<file path="src/rtl/mux16_rr_arbiter.sv">
// ============================================================================
// Module   : mux16_rr_arbiter
// Brief    : Round-robin arbiter owning the 4-bit select of a shared 16:1 mux.
// Revision : 1.0 - initial release
// ============================================================================
`default_nettype none

module mux16_rr_arbiter #(
    parameter int MAX_HOLD = 8
) (
    input  logic        clk,
    input  logic        rst_n,
    input  logic [15:0] req,
    input  logic        done,
    output logic [15:0] gnt,
    output logic [3:0]  sel,
    output logic        busy,
    output logic        tmo
);

    localparam logic [7:0] c_max_hold = 8'(MAX_HOLD);

    typedef enum logic [0:0] {
        ST_IDLE  = 1'b0,
        ST_GRANT = 1'b1
    } state_t;

    state_t      r_state, w_state_nxt;
    logic [3:0]  r_ptr, w_ptr_nxt;
    logic [7:0]  r_hcnt, w_hcnt_nxt;
    logic [3:0]  r_sel, w_sel_nxt;
    logic [15:0] r_gnt, w_gnt_nxt;
    logic        r_busy, w_busy_nxt;
    logic        r_tmo, w_tmo_nxt;

    logic [3:0]  w_cand;
    logic [3:0]  w_pick_idx;
    logic        w_pick_vld;
    logic        w_rel_wd;
    logic        w_rel_lim;

    // First requester at or above the pointer, wrapping past 15.
    always_comb begin
        w_cand     = r_ptr;
        w_pick_idx = r_ptr;
        w_pick_vld = 1'b0;
        for (int i = 0; i < 16; i++) begin
            w_cand = r_ptr + 4'(i);
            if (!w_pick_vld && req[w_cand]) begin
                w_pick_vld = 1'b1;
                w_pick_idx = w_cand;
            end
        end
    end

    always_ff @(posedge clk or negedge rst_n) begin
        if (!rst_n) begin
            r_state <= ST_IDLE;
            r_ptr   <= 4'd0;
            r_hcnt  <= 8'd0;
            r_sel   <= 4'd0;
            r_gnt   <= 16'd0;
            r_busy  <= 1'b0;
            r_tmo   <= 1'b0;
        end else begin
            r_state <= w_state_nxt;
            r_ptr   <= w_ptr_nxt;
            r_hcnt  <= w_hcnt_nxt;
            r_sel   <= w_sel_nxt;
            r_gnt   <= w_gnt_nxt;
            r_busy  <= w_busy_nxt;
            r_tmo   <= w_tmo_nxt;
        end
    end

    always_comb begin
        w_state_nxt = r_state;
        w_ptr_nxt   = r_ptr;
        w_hcnt_nxt  = r_hcnt;
        w_sel_nxt   = r_sel;
        w_gnt_nxt   = r_gnt;
        w_busy_nxt  = r_busy;
        w_tmo_nxt   = 1'b0;
        w_rel_wd    = ~req[r_sel];
        w_rel_lim   = (r_hcnt == c_max_hold);

        case (r_state)
            ST_IDLE: begin
                w_gnt_nxt  = 16'd0;
                w_busy_nxt = 1'b0;
                if (w_pick_vld) begin
                    w_sel_nxt   = w_pick_idx;
                    w_gnt_nxt   = 16'h0001 << w_pick_idx;
                    w_busy_nxt  = 1'b1;
                    w_hcnt_nxt  = 8'd1;
                    w_state_nxt = ST_GRANT;
                end
            end
            ST_GRANT: begin
                if (done || w_rel_wd || w_rel_lim) begin
                    w_gnt_nxt   = 16'd0;
                    w_busy_nxt  = 1'b0;
                    w_ptr_nxt   = r_sel + 4'd1;
                    w_state_nxt = ST_IDLE;
                    // Timeout flagged only when nothing earlier in priority released.
                    w_tmo_nxt   = w_rel_lim && !done && !w_rel_wd;
                end else begin
                    w_hcnt_nxt = r_hcnt + 8'd1;
                end
            end
            default: begin
                w_state_nxt = ST_IDLE;
            end
        endcase
    end

    assign gnt  = r_gnt;
    assign sel  = r_sel;
    assign busy = r_busy;
    assign tmo  = r_tmo;

endmodule

`default_nettype wire

</file>
<file path="config.mk">
export PLATFORM = sky130hd
export DESIGN_NAME = mux16_rr_arbiter
export DESIGN_NICKNAME = d
export VERILOG_FILES = /design/src/rtl/mux16_rr_arbiter.sv
export SDC_FILE = /design/constraint.sdc
export NUM_CORES = 1
export LEC_CHECK = 0
export CORE_MARGIN = 5
export CORE_UTILIZATION = 59
export DETAILED_ROUTE_END_ITERATION = 12
export DONT_BUFFER_PORTS = 1
export HOLD_SLACK_MARGIN = 0.03
export PLACE_DENSITY = 0.83
export SLEW_MARGIN = 0
export SYNTH_ARGS = -nofsm -noshare
export SYNTH_HDL_FRONTEND = slang
export SYNTH_SLANG_ARGS = --single-unit
</file>
<file path="constraint.sdc">
create_clock -name clk -period 4.6 [get_ports clk]
set_clock_uncertainty 0.05 [all_clocks]
set_input_delay 0 -clock clk [delete_from_list [all_inputs] [get_ports clk]]
set_output_delay 0 -clock clk [all_outputs]
set_load 0.01 [all_outputs]
</file>
* Yosys cells after proc, flatten, opt, wreduce, memory -nomap -nowiden
Index checks and enable logic that the tools add are counted.
Word-level totals: word-level logic and storage cells 164, memories kept 0, RAM bits 0, output and inout bits 22, input port bits 19, flip-flop bits (word level) 35, bits in latches 0, memory bits (read-only) 0
Operators by class: multiply operators 0, div/mod/pow operators 0, reductions and logical operators 38, shift-type cells 1, $lt $le $gt $ge 17, muxes and demuxes 78, add/sub/neg operators 17, equality and inequality tests 4, bitwise operators 2
Operators with widths (number):
- $lt 4x5->1 const B | 17
- $bmux 1 s4 | 17
- $mux 4 | 15
- $mux 1 | 38
- $add 4x4->4 const B | 8
- $mux 16 | 2
- $pmux 16 s2 | 1
- $logic_and 1x1->1 | 17
- $add 4x3->4 const B | 4
- $logic_not 1->1 | 16
- $mux 8 | 2
- $pmux 8 s2 | 1
- $shl 1x4->16 const A | 1
- $add 4x1->4 const B | 2
- $add 4x2->4 const B | 2
- $add 8x1->8 const B | 1
- $eq 8x4->1 const B | 1
- $reduce_and 2->1 | 3
- $ne 2x2->1 const B | 2
- $pmux 1 s2 | 2
- $logic_or 1x1->1 | 2
- $ne 2x1->1 const B | 1
- $not 1->1 | 2

* Logic depth before layout (Yosys ltp)
Gate-level depths: netlist (run 1).
word-level depth 51, depth in mapped cells 18, depth with buffers taken out 12

* Least setup slack after synthesis (run 1)
No wires, ideal clock.
path type register to register, start reg r_ptr[1], end reg r_gnt[12], in the netlist gnt[12], arrival time 4.468 ns, path slack -0.039 ns, library setup time 0.122 ns, period minus slack after synthesis 4.639 ns, buffers on the path 5, cell stages (with the launch flop) 18, required time 4.428 ns, cell sequence dfrtp_1 buf_6 buf_12 buf_4 inv_1 ha_1 buf_2 buf_6 mux2_1 mux4_2 mux2i_1 or4b_1 nor4_4 a31oi_4 and2_1 mux2_2 nor2b_1 a32o_1
Between the ends: longest elaborated chain between the ends 51, elaborated cells between the ends (all ways) 111, classes of those cells 15 x add/sub; 1 x shift; 65 x mux; 30 x reduce/logical
RTL lines:
- start, declared | line 29 | logic [3:0] r_ptr, w_ptr_nxt;
- start signal, assigned | line 67 | r_ptr <= w_ptr_nxt;
- parallel branches: the longest is 49 deep, another holds $add 4x1->4
- $mux 16 * | line 91 | if (w_pick_vld) begin
- $pmux 16 s2 * | line 87 | case (r_state)
- end signal, assigned | line 70 | r_gnt <= w_gnt_nxt;
- end, declared | line 32 | logic [15:0] r_gnt, w_gnt_nxt;
Every way passes the cells marked *. The select of a mux whose other input is x is not followed. A chain may end at the register's enable or synchronous reset.

* Worst setup path after layout (run 1)
start reg r_ptr[1], end reg r_gnt[6], in the netlist gnt[6]
The elaborated chain is that of the path after synthesis.

==> summary.md, run 1 <==
| Metric | Value |
|---|---|
| Worst R2R Path Depth | 13 |
| Clock latency on the worst-skew pair | around 0.29 ns |
| RR Startpoint | r_ptr[1] |
| Synth Flop Type | dfrtp_1 |
| Chip Width | 94.8 um |
| GPL Wtd Cong | about 1.0 |
| Fin util | 0.635 |
| Critical Path End Type | flip-flop |
| CTS Root Buffer Type | clkbuf_8 |
| CP required | 4.73 ns |
| Total wire length | approximately 12,000 um |
| Hold path start | done |
| RSZ-0062 raised after global routing | false |
| Synth Register Bits | 35 |
| Synthesized area per cell | ~10 sq um |
| Port buffer count | 0 |
| Initial antenna violation count | 0 |
| Synth top area cells | dfrtp_1, mux4_2, mux2i_1, mux4_1, mux2_2 |
| FILL cells | 588 |
| Crit path DAT | 4.52 ns |
| Reg-to-Reg End | gnt[6] |
| Antenna Cells | 0 |
| WHS Path Cells | 3 |
| First-pass GRT wire length | ~20,000 um |
| Ports | slightly above 40 |
| Crit Path Max Fanout | 14 |
| DRT antenna net count | 0 |
| Post-synth EDFFs | 0 |
| R2r setup slk | between 0.2 and 0.25 ns |
| Post-synthesis sequential area ratio | 0.206 |
| Post-Syn Instances | 416 |
| First-iteration detailed-routing DRC count | 506 |
| Via count | 3,866 |
| Max Cap Viol | 0 |
| Final Cycle Share | 0.956 |
| Syn nets | 445 |
| Remaining Overflow, GRT | 0 |
| Startpoint type of the worst setup path | flip-flop |
| Setup tns final | 0 ns |
| Worst Hold End | tmo |
| Drt pass-1 iters | 5 |
| Die Footprint | 8990 sq um |
| Final nets | around 460 |
| Layout cells sized above 1 | 0.241 |
| Worst Max-Slew Pin Slew | 0.745 ns |
| Vias in the first global route | just under 4k |
| Initial core utilization | 0.595 |
| Worst setup path class | reg2reg |
| # setup viols final | 0 |
| Max clock buf depth | 2 |
| Synth Warn # | 0 |
| Worst Hold Class | in2reg |
| Area leader, netlist | dfrtp_1 |
| TritonCTS clock tree | yes |
| Num rows | 31 |
| Post-Synthesis Cell Area | 4250 sq um |
| CTS Sinks | 35 |
| Yosys cell types | 76 |
| Setup WS pre-CTS | between 0.03 and 0.04 ns |
| Core Area | 7140 sq um |
| Num CTS Buffers | 5 |
| Detailed placer's ending HPWL | approximately 9400 um |
| Die Ht | 94.8 um |
| Top cell type's share of synthesized area | 0.206 |
| Slew Viols, Final | 0 |
| Final WS setup | 0.205 ns |
| Pin count of the biggest net entering global routing | 36 |
| Max frequency | 0.228 GHz |
| Reg clk slew, reported paths | roughly 0.070 ns |
| H-tree levels | 2 |
| # DRC | 0 |
| Slew headroom | 0.498 |
| Via density | 7.34 |
| Area Overhead vs Synth | 6.75% |
| Average wire per cell in the routed design | between 20 and 25 um |
| Final hold viol count | 0 |
| Period minus WS final | ~4.4 ns |
| FFs w/ async S/R, synth | 1.00 |
| GRT Overall Usage | 0.281 |
| Status | complete, no violations |
[through the flow]
step           area [sq um]  std cells  hold WS, ns
2_1_floorplan          4250        416       -0.346
3_3_place_gp           4410        516       -0.345
3_5_place_dp           4410        516       -0.345
4_1_cts                4520        526       0.0394
5_1_grt                4530        527       0.0674
6_report               4530        527       0.0330
[routing by layer]
layer	routed length (um)	vias to the layer above	GRT usage
li1	-	1676	-
met1	4750	1920	0.348
met2	6200	220	0.481
met3	943	50	0.0494
met4	467	0	0.121
met5	0	-	0
[flip-flops by register name, indices dropped and copies added (netlist names)]
register / flops
gnt: 16
r_hcnt: 8
r_state: 1
sel: 4
r_ptr: 4
busy: 1
tmo: 1
[worst max-delay path, cell delays in order (launching register included)]
cell and delay [ns]:
dfrtp_1 0.38, inv_2 0.05, ha_2 0.52, buf_4 0.29, mux2i_1 0.14, mux4_2 0.59, mux2_2 0.37, nand2_1 0.23
or3_4 0.22, nor2_1 0.06, a221oi_1 0.52, mux2_2 0.41, nor2b_1 0.17, a32o_1 0.28
[kinds of logic after synthesis]
group                    Yosys count  synth area share
XOR/XNOR                          15            0.0309
adder cells (fa/ha/maj)           10            0.0295
flip-flops                        35             0.206
AND/OR/NAND/NOR                  121             0.149
AO/OA/AOI/OAI                    115             0.208
buffers and inverters             34            0.0424
multiplexers                      86             0.334
[synthesized netlist by cell type (7+ instances only)]
cell type	count
xor2_1	10
clkbuf_1	7
a21oi_1	22
mux2_2	18
a32o_1	16
mux4_1	8
dfrtp_1	35
buf_2	8
nand2_1	39
inv_1	11
nor2_1	28
mux4_2	32
mux2i_1	25
o21ai_0	20
nand3_1	8
ha_1	10
[worst max-delay path by stage]
stage / depth (start not counted) / to / from
final: 13 / gnt[6] / r_ptr[1]
after global placement: 12 / gnt[6] / r_ptr[0]
after CTS: 13 / gnt[6] / r_ptr[1]
after global routing: 13 / gnt[6] / r_ptr[1]
after detailed placement: 13 / gnt[6] / r_ptr[1]
after floorplan: 17 / gnt[12] / r_ptr[1]
[cell usage in the layout, fill, tap and decap left out, types with 3 or more instances in the layout]
cell and instances:
a211oi_1 4, a21boi_0 4, a21o_1 4, a21oi_1 22, a31oi_1 3, a32o_1 16
and2_1 5, and3_1 4, buf_4 23, clkbuf_8 5, dfrtp_1 35, ha_1 9
inv_1 10, mux2_1 3, mux2_2 18, mux2i_1 25, mux4_1 8, mux4_2 32
nand2_1 39, nand2b_1 6, nand3_1 8, nand4_1 5, nor2_1 28, nor2b_1 3
nor3_1 3, o2111ai_1 3, o211ai_1 3, o21a_1 5, o21ai_0 20, o31ai_1 3
or2_2 3, xnor2_1 5, xor2_1 10
[timing repair]
action,in CTS,in global routing
hold endpoints to repair,35,0
endpoints found under the setup margin,0,18
resized for setup,0,1
buffers inserted,0,1
hold buffers,2,0
[area by class of cell]
class	instances	area [sq um]	area share
Sequential cell	35	876	0.193
Multi-Input combinational cell	347	3200	0.705
Inverter	13	48.8	0.0108
Timing Repair Buffer	25	203	0.0447
Clock inverter	2	12.5	0.00276
Tap cell	99	124	0.0273
Clock buffer	6	72.6	0.0160
Power of run 1 is not shown: default switching activity piles up to over one toggle a cycle in this logic, so the estimate is an artifact.
==> inputs of run 2 (changes only) <==
--- a/config.mk
+++ b/config.mk
@@ -11,6 +11,7 @@
 export DONT_BUFFER_PORTS = 1
 export HOLD_SLACK_MARGIN = 0.03
 export PLACE_DENSITY = 0.83
+export RECOVER_POWER = 25
 export SLEW_MARGIN = 0
 export SYNTH_ARGS = -nofsm -noshare
 export SYNTH_HDL_FRONTEND = slang
==> run 2 against run 1 <==
The run now ends with capacitance limit, slew limit left. Cell area decreased by 0.36%. Cell count unchanged. Count of clock-buffer cells in the layout unchanged. Global-route usage unchanged. Worst hold slack improved by 0.0031 ns. Utilization decreased by 0.23 points. Maximum frequency about the same. Non-clock buffer count unchanged. Flip-flop and latch count unchanged. Sequential share of layout area increased by 0.070 points. Die area unchanged. Largest cell class unchanged.
==> summary.md, run 2 (synthesis gave the netlist of run 1 again) <==
| Metric | Value |
|---|---|
| Final nets | 456 (unchanged) |
| Worst Max-Slew Pin Slew | 1.82 ns (+1.08 ns) |
| CP required | 4.72 ns (about the same) |
| Via density | 7.35 (+0.13%) |
| Failing checks | capacitance limit, slew limit |
| Met3 routed WL | 938 um (-0.53%) |
| Worst-path cell chain | inv_2, ha_2, buf_4, mux2i_1, mux4_2, mux2_2, nand2_1, or3_4, nor2_1, a221oi_1, mux2_2, nor2b_1, a32o_1 |
| Vias in the first global route | 3,880 (unchanged) |
| H-tree levels | 2 (unchanged) |
| Chip Width | 94.8 um (unchanged) |
| Reg clk slew, reported paths | 0.07 ns (about the same) |
| TritonCTS clock tree | yes |
| GRT Overall Usage | 0.281 (unchanged) |
| CTS Root Buffer Type | clkbuf_8 |
| Critical Path End Type | flip-flop |
| Remaining Overflow, GRT | 0 (unchanged) |
| Setup tns final | 0 ns (unchanged) |
| # setup viols final | 0 (unchanged) |
| Met2 WL | 6240 um (+0.63%) |
| Num rows | 31 (unchanged) |
| First-iteration detailed-routing DRC count | 537 (+6.1%) |
| Pin count of the biggest net entering global routing | 36 (unchanged) |
| Final hold viol count | 0 (unchanged) |
| Most frequent cells in the layout | nand2_1, dfrtp_1, mux4_2, nor2_1, mux2i_1 |
| Worst path slowest cell | mux4_2 |
| Total wire length | 12,300 um (-0.14%) |
| Commonest non-fill, non-tap cell in the layout | nand2_1 |
| Startpoint type of the worst setup path | flip-flop |
| Detailed placer's ending HPWL | 9360 um (unchanged) |
| Max incr delay on CP | 0.60 ns (about the same) |
| Slew headroom | -0.215 (-0.714) |
| Fin util | 0.633 (-0.00228) |
| Max Cap Viol | 1 (+1) |
| Layout cells sized above 1 | 0.238 (-0.00234) |
| Num CTS Buffers | 5 (unchanged) |
| Final Cycle Share | 0.956 (about the same) |
| Flip-flop count of the largest register after layout | 16 (unchanged) |
| Max frequency | 0.227 GHz (about the same) |
| CP top delay family | multiplexers |
| Port buffer count | 0 (unchanged) |
| Core Area | 7140 sq um (unchanged) |
| Antenna Cells | 0 (unchanged) |
| First-pass GRT wire length | 19,700 um (unchanged) |
| GPL Wtd Cong | 1.02 (unchanged) |
| Max clock buf depth | 2 (unchanged) |
| DRT antenna net count | 0 (unchanged) |
| Max layer used | met4 |
| Crit path DAT | 4.52 ns (about the same) |
| # DRC | 0 (unchanged) |
| Worst setup path class | reg2reg |
| Initial antenna violation count | 0 (unchanged) |
| Area Overhead vs Synth | 6.37% |
| Period minus WS final | 4.40 ns (+0.000964 ns) |
| Via count | 3,871 (+0.13%) |
| Metal-1 WL | 4730 um (-0.32%) |
| Crit Path Max Fanout | 14 (unchanged) |
| Status | finished, violations left |
| Die Footprint | 8990 sq um (unchanged) |
| Ports | 41 (unchanged) |
| Die Ht | 94.8 um (unchanged) |
| Average wire per cell in the routed design | 23.4 um (-0.14%) |
| RSZ-0062 raised after global routing | false |
| Top cell by count, worst path | mux2_2 |
| Crit path buf inv count | 2 (unchanged) |
| Initial core utilization | 0.595 (unchanged) |
| Worst Hold Class | in2reg |
| Slew Viols, Final | 36 (+36) |
| Clock latency on the worst-skew pair | 0.29 ns (about the same) |
| Drt pass-1 iters | 5 (unchanged) |
| CTS Sinks | 35 (unchanged) |
==> run 2: cell types whose count changed in the layout (fill, tap and decap cells not counted), sizes merged <==
cell,before,now
buf,24,23
clkbuf,6,7
==> run 2: metrics by stage <==
stage	hold slack [ns]	instance area, sq um	cells	setup slack (ns)
finish	0.0361	4520	527	0.204
detailed placement	-0.345	4410	516	0.0352
global route	0.0674	4520	527	0.0147
floorplan	-0.346	4250	416	0.0379
global placement	-0.345	4410	516	0.221
CTS	0.0394	4520	526	0.00647
==> run 2: path summary, 6_finish.rpt <==
kind                                   to  slack [ns]  depth (start not counted)       from
min in group asynchronous       r_hcnt[1]        0.70                          2      rst_n
worst max register to register     gnt[6]        0.20                         13   r_ptr[1]
max in group asynchronous        r_ptr[3]        2.74                          2      rst_n
worst max-delay path               gnt[6]        0.20                         13   r_ptr[1]
worst min register to register  r_hcnt[0]        0.48                          1  r_hcnt[0]
worst min-delay path                  tmo        0.04                          3       done
==> run 2: per-layer routing <==
layer	vias up	track usage
li1	1677	-
met1	1937	0.348
met2	215	0.481
met3	42	0.0494
met4	0	0.121
met5	-	0
==> run 2: timing repair <==
action	CTS	global route
setup endpoints to repair	0	18
resized for setup	0	1
hold buffers	2	0
hold endpoints to repair	35	0
buffers inserted	0	1
==> run 2: tightest hold or removal path, cell delays in order <==
cell and delay (ns):
nand2b_1 0.10, inv_1 0.06, and3_1 0.17
==> run 2: layout make-up <==
| cell class | instances | area (sq um) |
|---|---|---|
| Inverter | 13 | 48.8 |
| Clock buffer | 6 | 72.6 |
| Multi-Input combinational cell | 347 | 3200 |
| Sequential cell | 35 | 876 |
| Fill cell | 591 | 2620 |
| Tap cell | 99 | 124 |
| Clock inverter | 2 | 12.5 |
| Timing Repair Buffer | 25 | 186 |
Power of run 2 is left out for the same reason.
==> inputs of run 3 (changes only) <==
--- a/config.mk
+++ b/config.mk
@@ -5,6 +5,7 @@
 export SDC_FILE = /design/constraint.sdc
 export NUM_CORES = 1
 export LEC_CHECK = 0
+export ABC_AREA = 1
 export CORE_MARGIN = 5
 export CORE_UTILIZATION = 59
 export DETAILED_ROUTE_END_ITERATION = 12
==> run 3 against run 2 <==
Non-clock buffer count fell by 17. Synthesized area fell by 15%. The run still ends with capacitance limit, slew limit left. Worst setup slack improved by 0.37 ns. Sequential share of layout area rose by 4.1 points. Synthesized cell count rose by 40%. Critical path type unchanged. Maximum frequency rose by 9.1%. Highest routed layer unchanged.
==> summary.md, run 3 <==
| Metric | Value |
|---|---|
| Status | finished, violations left |
| Failing checks | capacitance limit, slew limit |
| Chip Width | 88.0 um (-7.2%) |
| Worst Max-Slew Pin Slew | 1.79 ns (-0.0356 ns) |
| Final nets | 609 (+34%) |
| Num CTS Buffers | 5 (unchanged) |
| Max Cap Viol | 1 (unchanged) |
| Post-synth EDFFs | 0 (unchanged) |
| Max incr delay on CP | 0.54 ns (-0.06 ns) |
| Area leader, netlist | dfrtp_1 |
| Synthesized area per cell | 6.18 sq um (-39%) |
| Top cell type's share of synthesized area | 0.244 (+0.0378) |
| Critical Path End Type | flip-flop |
| Slew headroom | -0.192 (+0.0238) |
| First-pass GRT wire length | 17,500 um (-11%) |
| Final Cycle Share | 0.876 (-0.0795) |
| Reg clk slew, reported paths | 0.08 ns (about the same) |
| Max frequency | 0.248 GHz (+9.1%) |
| Post CTS Setup Buffer Count | 0 (unchanged) |
| R2r setup slk | 0.57 ns (+0.37 ns) |
| Total wire length | 10,100 um (-18%) |
| RSZ-0062 raised after global routing | false |
| Die Ht | 88.0 um (-7.2%) |
| Syn nets | 610 (+37%) |
| Port buffer count | 0 (unchanged) |
| Worst R2R Path Depth | 27 (+14) |
| Commonest non-fill, non-tap cell in the layout | nand2_1 |
| Worst setup startpoint | r_ptr[1] |
| Via density | 5.90 (-20%) |
| Antenna Cells | 0 (unchanged) |
| Synth Warn # | 0 (unchanged) |
| CTS Root Buffer Type | clkbuf_8 |
| Most frequent cells in the layout | nand2_1, nand3_1, inv_1, nor2_1, dfrtp_1 |
| Vias in the first global route | 3,719 (-4.1%) |
| GPL Wtd Cong | 0.979 (-3.9%) |
| Crit Path Max Fanout | 13 (-1) |
| H-tree levels | 2 (unchanged) |
| Core Area | 5920 sq um (-17%) |
| Num rows | 28 (-9.7%) |
| First-iteration detailed-routing DRC count | 358 (-33%) |
| Post-Synthesis Cell Area | 3590 sq um (-15%) |
| Flip-flop count of the largest register after layout | 16 (unchanged) |
| # DRC | 0 (unchanged) |
| Area Overhead vs Synth | 3.87% |
| Detailed placer's ending HPWL | 7860 um (-16%) |
| Average wire per cell in the routed design | 15.4 um (-34%) |
| Yosys cell types | 39 (-49%) |
| Post-Syn Instances | 581 (+40%) |
| TritonCTS clock tree | yes |
| FFs w/ async S/R, synth | 1.00 (unchanged) |
| DRT antenna net count | 0 (unchanged) |
| Clock latency on the worst-skew pair | 0.29 ns (about the same) |
| Initial core utilization | 0.606 (+0.0112) |
| Remaining Overflow, GRT | 0 (unchanged) |
| Crit path DAT | 4.16 ns (-0.36 ns) |
| GRT Overall Usage | 0.285 (+0.00405) |
| Drt pass-1 iters | 5 (unchanged) |
| Worst path slowest cell | ha_1 |
| RR Startpoint | r_ptr[1] |
| Initial antenna violation count | 0 (unchanged) |
| Final hold viol count | 0 (unchanged) |
| Max clock buf depth | 2 (unchanged) |
| Worst Hold Class | in2reg |
| Setup tns final | 0 ns (unchanged) |
| Die Footprint | 7740 sq um (-14%) |
| Worst setup path class | reg2reg |
| Post-synthesis sequential area ratio | 0.244 (+0.0378) |
| # setup viols final | 0 (unchanged) |
| Layout cells sized above 1 | 0.105 (-0.133) |
| Synth Flop Type | dfrtp_1 |
| Reg-to-Reg End | gnt[6] |
| CP required | 4.73 ns (about the same) |
| Count leader, synth | nand2_1 |
| Crit path capture | gnt[6] |
| Synth Register Bits | 35 (unchanged) |
| Pin count of the biggest net entering global routing | 36 (unchanged) |
| Top cell by count, worst path | nand2_1 |
| Synth top area cells | dfrtp_1, nand2_1, nand3_1, inv_1, o21ai_0 |
| Startpoint type of the worst setup path | flip-flop |
| Ports | 41 (unchanged) |
| Commonest cells post-synth | nand2_1, nand3_1, inv_1 |
| Period minus WS final | 4.03 ns (-0.366 ns) |
| Slew Viols, Final | 36 (unchanged) |
| Via count | 3,870 (-0.026%) |
| CTS Sinks | 35 (unchanged) |
-- run 3: worst min path at each step --
stage / startpoint / to / slack (ns) / cells past startpoint
6_report: req[8] / tmo / 0.18 / 6
5_1_grt: req[8] / tmo / 0.23 / 6
4_1_cts: rst_n / r_ptr[1] / 0.11 / 2
3_5_place_dp: rst_n / r_state / -0.35 / 0
3_3_place_gp: rst_n / r_state / -0.34 / 0
2_1_floorplan: rst_n / busy / -0.35 / 0
-- run 3: cells by family (layout without fill, tap and decap cells) --
logic type,count (synthesis),in the layout,share of synthesized area
flip-flops,35,35,0.244
XOR/XNOR,10,10,0.0265
adder cells (fa/ha/maj),10,10,0.0349
AO/OA/AOI/OAI,63,63,0.0976
AND/OR/NAND/NOR,389,389,0.505
buffers and inverters,74,74,0.0920
-- run 3: through the flow --
step	utilization	cell area, sq um	hold slack (ns)	setup WS [ns]	std cells
2_1_floorplan	-	3590	-0.346	1.04	581
3_3_place_gp	0.610	3610	-0.345	0.485	645
3_5_place_dp	0.610	3610	-0.345	0.459	645
4_1_cts	0.631	3740	0.114	0.436	656
5_1_grt	0.630	3730	0.227	0.0967	656
6_report	0.630	3730	0.185	0.570	656
-- run 3: layout make-up --
class	count	area (sq um)
sequential	35	877
timing repair buffer	8	61.3
clock buffer	6	72.6
multi-input combinational	472	2380
inverter	58	228
fill	567	2190
tap	75	93.8
clock inverter	2	12.5
-- run 3: worst max-delay path: cells and delay by family, from the launching register on --
family | cells | cell delay (ns)
fa+ha+maj | 1 | 0.54
simple gates | 21 | 1.73
flops | 1 | 0.52
compound gates | 2 | 0.55
buf+inv | 3 | 0.49
-- run 3: repair_timing --
item / CTS / global route
endpoints found under the setup margin: 0 / 16
endpoints found under the hold margin: 36 / 0
hold buffers: 3 / 0
gates resized for setup: 0 / 2
-- run 3: layer usage --
layer	share of wire	track usage	up-vias
met4	0.038	0.137	0
met5	0	0	-
met1	0.41	0.368	1754
li1	-	-	1903
met3	0.070	0.0357	33
met2	0.48	0.473	180
Power of run 3 is left out for the same reason.
